**config.mk**
```make
export PLATFORM = sky130hd
export DESIGN_NAME = uart_imem_loader
export DESIGN_NICKNAME = d
export VERILOG_FILES = /design/src/rtl/uart_imem_loader.sv
export SDC_FILE = /design/constraint.sdc
export NUM_CORES = 1
export LEC_CHECK = 0
export BUFFER_PORTS_ARGS = -buffer_cell sky130_fd_sc_hd__buf_2
export CAP_MARGIN = 10
export CELL_PAD_IN_SITES_DETAIL_PLACEMENT = 2
export CELL_PAD_IN_SITES_GLOBAL_PLACEMENT = 2
export CORE_MARGIN = 4
export CORE_UTILIZATION = 44
export CTS_CLUSTER_SIZE = 24
export DETAILED_ROUTE_END_ITERATION = 12
export PLACE_DENSITY_LB_ADDON = 0.1
export SYNTH_ARGS = -nofsm -noshare
export SYNTH_HDL_FRONTEND = slang
export SYNTH_SLANG_ARGS = --single-unit
export TNS_END_PERCENT = 1
```
**constraint.sdc**
```tcl
create_clock -name clk -period 4.3 [get_ports clk]
set_clock_uncertainty 0.2 [all_clocks]
set_input_delay 1.075 -clock clk [delete_from_list [all_inputs] [get_ports clk]]
set_output_delay 1.075 -clock clk [all_outputs]
set_load 0.01 [all_outputs]
```
**src/rtl/uart_imem_loader.sv**
```systemverilog
// UART (8N1) instruction-memory loader: packs four received bytes MSB-first
// into one 32-bit word and writes it to consecutive addresses from 0.
module uart_imem_loader #(
    parameter int CLKS_PER_BIT = 434,
    parameter int ADDR_W       = 5
) (
    input  logic              clk,
    input  logic              rst,
    input  logic              clr,
    input  logic              rx,
    output logic              we,
    output logic [ADDR_W-1:0] wa,
    output logic [31:0]       wd,
    output logic              done,
    output logic              frame_err,
    output logic [7:0]        last_byte,
    output logic [1:0]        fsm_state
);
    typedef enum logic [1:0] {IDLE, START, DATA, STOP} state_t;

    localparam int CW = $clog2(CLKS_PER_BIT);
    localparam logic [CW-1:0]     FULL = CW'(CLKS_PER_BIT - 1);
    localparam logic [CW-1:0]     HALF = CW'(CLKS_PER_BIT / 2 - 1);
    localparam logic [ADDR_W-1:0] LAST = '1;

    logic          rx_m, rxs;
    state_t        state, state_n;
    logic [CW-1:0] cnt, cnt_n;
    logic [2:0]    bit_idx, bit_n;
    logic [7:0]    sh, sh_n;
    logic          byte_good, byte_bad;
    logic [1:0]    bcnt;
    logic [23:0]   word;

    assign fsm_state = state;

    // Synchronizer resets to the idle line level so reset never fakes a start bit.
    always_ff @(posedge clk or negedge rst) begin
        if (!rst) begin
            rx_m <= 1'b1;
            rxs  <= 1'b1;
        end else begin
            rx_m <= rx;
            rxs  <= rx_m;
        end
    end

    always_ff @(posedge clk or negedge rst) begin
        if (!rst) begin
            state   <= IDLE;
            cnt     <= '0;
            bit_idx <= '0;
            sh      <= '0;
        end else begin
            state   <= state_n;
            cnt     <= cnt_n;
            bit_idx <= bit_n;
            sh      <= sh_n;
        end
    end

    always_comb begin
        state_n   = state;
        cnt_n     = cnt + CW'(1);
        bit_n     = bit_idx;
        sh_n      = sh;
        byte_good = 1'b0;
        byte_bad  = 1'b0;
        case (state)
            IDLE: begin
                cnt_n = '0;
                bit_n = '0;
                if (!rxs) state_n = START;
            end
            START: begin
                if (cnt == HALF) begin
                    cnt_n   = '0;
                    state_n = rxs ? IDLE : DATA;
                end
            end
            DATA: begin
                if (cnt == FULL) begin
                    cnt_n = '0;
                    sh_n  = {rxs, sh[7:1]};
                    if (bit_idx == 3'd7) state_n = STOP;
                    else                 bit_n   = bit_idx + 3'd1;
                end
            end
            STOP: begin
                if (cnt == FULL) begin
                    cnt_n     = '0;
                    byte_good = rxs;
                    byte_bad  = !rxs;
                    state_n   = IDLE;
                end
            end
            default: state_n = IDLE;
        endcase
    end

    // Word assembler; clr restarts the word but still keeps a byte accepted in the same cycle.
    always_ff @(posedge clk or negedge rst) begin
        if (!rst) begin
            we        <= 1'b0;
            wa        <= '0;
            wd        <= '0;
            done      <= 1'b0;
            frame_err <= 1'b0;
            last_byte <= '0;
            bcnt      <= '0;
            word      <= '0;
        end else begin
            we <= 1'b0;
            if (byte_good) last_byte <= sh;
            if (clr) begin
                wa        <= '0;
                done      <= 1'b0;
                frame_err <= 1'b0;
                bcnt      <= '0;
                if (byte_good) begin
                    word <= {word[15:0], sh};
                    bcnt <= 2'd1;
                end
            end else begin
                if (we) begin
                    if (wa == LAST) done <= 1'b1;
                    else            wa   <= wa + ADDR_W'(1);
                end
                if (byte_bad) begin
                    frame_err <= 1'b1;
                    bcnt      <= '0;
                end
                if (byte_good && !done) begin
                    if (bcnt == 2'd3) begin
                        wd   <= {word, sh};
                        we   <= 1'b1;
                        bcnt <= '0;
                    end else begin
                        word <= {word[15:0], sh};
                        bcnt <= bcnt + 2'd1;
                    end
                end
            end
        end
    end
endmodule

```
Word level (Yosys, flattened, before mapping)
Cells that the tools add are included.
- logic and storage cells: 91
- register bits: 98
- input port bits: 4
- output and inout bits: 50
- memory bits (read-only): 0
- bits in writable memories: 0
- memories kept: 0
- bits in latches: 0
- equal/unequal tests: 17
- bitwise operators: 1
- divide/modulo/power cells: 0
- mux-type cells: 37
- reductions and logical operators: 18
- $mul: 0
- shift-type cells: 0
- $add $sub $neg: 4
- $lt $le $gt $ge: 0
- operator list (cell ; count):
    24-bit 2-to-1 mux ; 4
    9-bit one-hot mux with 3 select lines ; 1
    2-bit 2-to-1 mux ; 10
    9-bit 2-to-1 mux ; 2
    2-bit inequality test, second input constant ; 8
    5-bit 2-to-1 mux ; 3
    1-bit 2-to-1 mux ; 13
    2-bit nonzero test ; 5
    9-bit by 1-bit adder with 9-bit output, second input constant ; 1
    9-bit by 8-bit equality test with 1-bit output, second input constant ; 1
    9-bit equality test, second input constant ; 1
    3-bit AND reduction ; 3
    2-bit one-hot mux with 4 select lines ; 1
    2-bit equality test, second input constant ; 3
    3-bit 2-to-1 mux ; 2
    3-bit one-hot mux with 2 select lines ; 1
    2-bit AND reduction ; 3
    5-bit by 1-bit adder with 5-bit output, second input constant ; 1
    5-bit equality test, second input constant ; 1
    5-bit AND reduction ; 1
    3-bit by 1-bit adder with 3-bit output, second input constant ; 1
    3-bit equality test, second input constant ; 1
    3-bit nonzero test ; 1
    2-bit by 1-bit adder with 2-bit output, second input constant ; 1
    other kinds (7) ; 8

Longest topological paths before layout
- word-level depth: 6
- depth in mapped cells: 7
- mapped depth without buffers: 6

Least setup slack after synthesis
OpenSTA, ideal clock, no wires.
- path type: input -> register
- start point: input port clr
- end point: register wd[6]
- library setup time: 0.127 ns
- data required time: 3.973 ns
- buffers on the path: 1
- data arrival time: 2.062 ns
- path slack: 1.911 ns
- cell stages on the path: 4
- cell sequence: nor3b_1 nand4_4 buf_6 mux2_1
- longest elaborated chain between the ends: 2
- RTL lines (element ; line ; RTL):
    start, declared ; 9 ; input logic clr,
    1-bit NOT (no line) ; -- ;
    3-bit AND reduction (no line) ; -- ;
    end signal, assigned ; 135 ; wd <= {word, sh};
    end, declared ; 13 ; output logic [31:0] wd,
Every way passes these cells.
A chain may end at the register's enable or synchronous reset.

Worst setup path after layout
Ends and elaborated chain as after synthesis.

==> flow_metrics.tcl <==
set metrics [dict create \
    n_antenna_cell 0 \
    cts_max_path_buffers 2 \
    regToRegSetupSlack_ns 1.67 \
    grt_pass1_wl_um 14400 \
    yosysSeqAreaShare_pct 58.3 \
    ys_seq_elements 98 \
    stdcell_area_sq_um 4750 \
    synth_flop_cell "dfrtp_1" \
    post-route-drc-count 0 \
    syn_inst 283 \
    die_h_um 106 \
    tns_ns 0 \
    post-place-ws_ns 1.15 \
    final_common_cell "dfrtp_1" \
    muxShareOfSynthArea_pct 21.8 \
    hold_class "flip-flop to flip-flop" \
    cts-resized-gates 0 \
    synth_edf_count 0 \
    via_per_inst 5.23 \
    yosys.cell_types.count 52 \
    clkSinkCount 98 \
    area_growth_pct 12.9 \
    crit_type "input port to flip-flop" \
    port_buffers 53 \
    fin_nets 349 \
    synth_xor_area_share_pct 1.04 \
    via_count 2464 \
    coreArea_sq_um 9280 \
    worst_setup_path_start_kind "input port" \
    finalMaxSlewViolations 0 \
    end_kind "flip-flop" \
    cts_root_buf "clkbuf_8" \
    seq_area_sq_um 2450 \
    antenna_found_initial 0 \
    rsz0062_at_grt "false" \
    synth_nets 295 \
    synthAdderAreaFrac_pct 2.38 \
    utilization_pct 51.2 \
    wirelength_um 8510 \
    p_total_w 0.00153 \
    drt_first_pass_iters 4 \
    num_rows 35 \
    crit_fanout 32 \
    synth_top_family_by_area "multiplexers" \
    avgSynthCellArea_sq_um 14.9 \
    ir_drop_v 0.000143 \
    syn_area_sq_um 4210 \
    synth_compound_area_share_pct 6.06 \
    multi_input_area_sq_um 1640 \
    worst_slew_pin_slew_ns 0.828 \
    status "completed" \
    ctsHoldBuffers 0 \
    wl_per_cell_um 18.1 \
    maxCapViolCount 0 \
    numCtsBuffers 9 \
    synth-simple-area-share_pct 7.70 \
    hpwl_um 5980 \
    io_pins 54 \
    yosysWarnings 0 \
    min_period_ns 2.83 \
    arrival_ns 2.88 \
    period_share_pct 65.8 \
    relSlewSlack_pct 44.4 \
    grt_usage_pct 16.5 \
    cts_setup_buffers 0 \
    fmax_mhz 353 \
    synthArstFlopShare_pct 100 \
    cts_tree "done" \
    grt_pass1_vias 2671 \
    setup_ws_ns 1.47 \
    fp.dieW_um 106 \
    fillers 907 \
    grt_overflow 0 \
    drt_iter0_drc 75 \
    final_cell_mix "dfrtp_1 (96), buf_2 (52), mux2_2 (48), mux2_4 (23), clkbuf_8 (10)" \
    htree_levels 3 \
    drtAntennaViolNets 0 \
    path_clk_slew_ns 0.09 \
    grt_max_degree 51 \
    hold_viol 0 \
    setup_violations 0 \
    cp_data_required_time_ns 4.35 \
    dpl_cell_area_sq_um 4560 \
    p_leak_nw 2.53 \
    start_util_pct 45.3 \
    routabilityCongestion 0.721 \
    drive_above_1_share_pct 43.9 \
    die_area_sq_um 11200 \
    powerDensity_nw_per_um2 322 \
    clkLatencyLatePin_ns 0.36 \
]
-- worst paths after layout --
check,to,depth (start not counted),from
worst max-delay path,wd[6],4,clr
worst max register to register,word[14],6,cnt[1]
max in group asynchronous,rxs,2,rst
worst min-delay path,rxs,0,rx_m
min in group asynchronous,wd[26],1,rst
worst min register to register,rxs,0,rx_m
-- cell families (layout without fill, tap and decap cells) --
family | after synthesis | in the layout
adder cells (fa/ha/maj) | 8 | 8
buffers and inverters | 16 | 75
multiplexers | 74 | 74
XOR/XNOR | 5 | 5
flip-flops | 98 | 98
AND/OR/NAND/NOR | 48 | 48
AO/OA/AOI/OAI | 34 | 34
-- through the flow --
stage / hold WS [ns] / std cells
after floorplan: 0.145 / 283
after global placement: 0.147 / 455
after detailed placement: 0.150 / 455
after CTS: 0.164 / 471
after global routing: 0.168 / 471
final: 0.163 / 471
-- critical path: stages --
cell and delay, ns:
buf_2 0.19, nor3b_1 0.47, nand4_4 0.60, mux2_1 0.54
-- sequential cells by signal (all words and copies together) (netlist names), 2 cells and up, named ones only --
signal and cells:
cnt 9, bit_idx 3, sh 8, bcnt 2, wd 32, word 24
wa 5, last_byte 8
-- per-layer routing --
layer	wire (um)	share of wire [%]	GRT usage [%]	up-vias
met5	0	0	0	-
li1	-	-	-	1146
met4	103	1.2	5.92	0
met1	3870	46	21.7	1264
met3	281	3.3	3.61	9
met2	4250	50	26.8	45
-- cell usage after synthesis (all sizes together), types with 3 or more instances --
library cell | count | share of area, %
inv | 3 | 0.27
o21ai | 6 | 0.80
or3 | 6 | 0.89
dfrtp | 96 | 57
nand3b | 3 | 0.54
nand3 | 5 | 0.59
buf | 9 | 2.1
nor2 | 7 | 0.62
nand2 | 6 | 0.54
ha | 8 | 2.4
a22oi | 4 | 0.71
mux2 | 72 | 21
xor2 | 4 | 0.83
o311ai | 4 | 0.83
and3 | 3 | 0.45
a21oi | 7 | 0.83
clkbuf | 4 | 0.36
-- cell type report --
type	instances	area share [%]
Clock buffer	10	2.90
Clock inverter	6	1.16
Multi-Input combinational cell	169	34.5
Sequential cell	98	51.7
Inverter	3	0.237
Tap cell	129	3.40
Timing Repair Buffer	56	6.11
-- where the power goes --
part	leakage [nW]	switching, W	internal (W)	total (W)
Combinational	1.08	0.0000203	0.00000290	0.0000232
Sequential	1.35	0.00000112	0.000923	0.000924
Clock	0.100	0.000345	0.000240	0.000585
No activity file was read; power rests on OpenSTA's default activity.
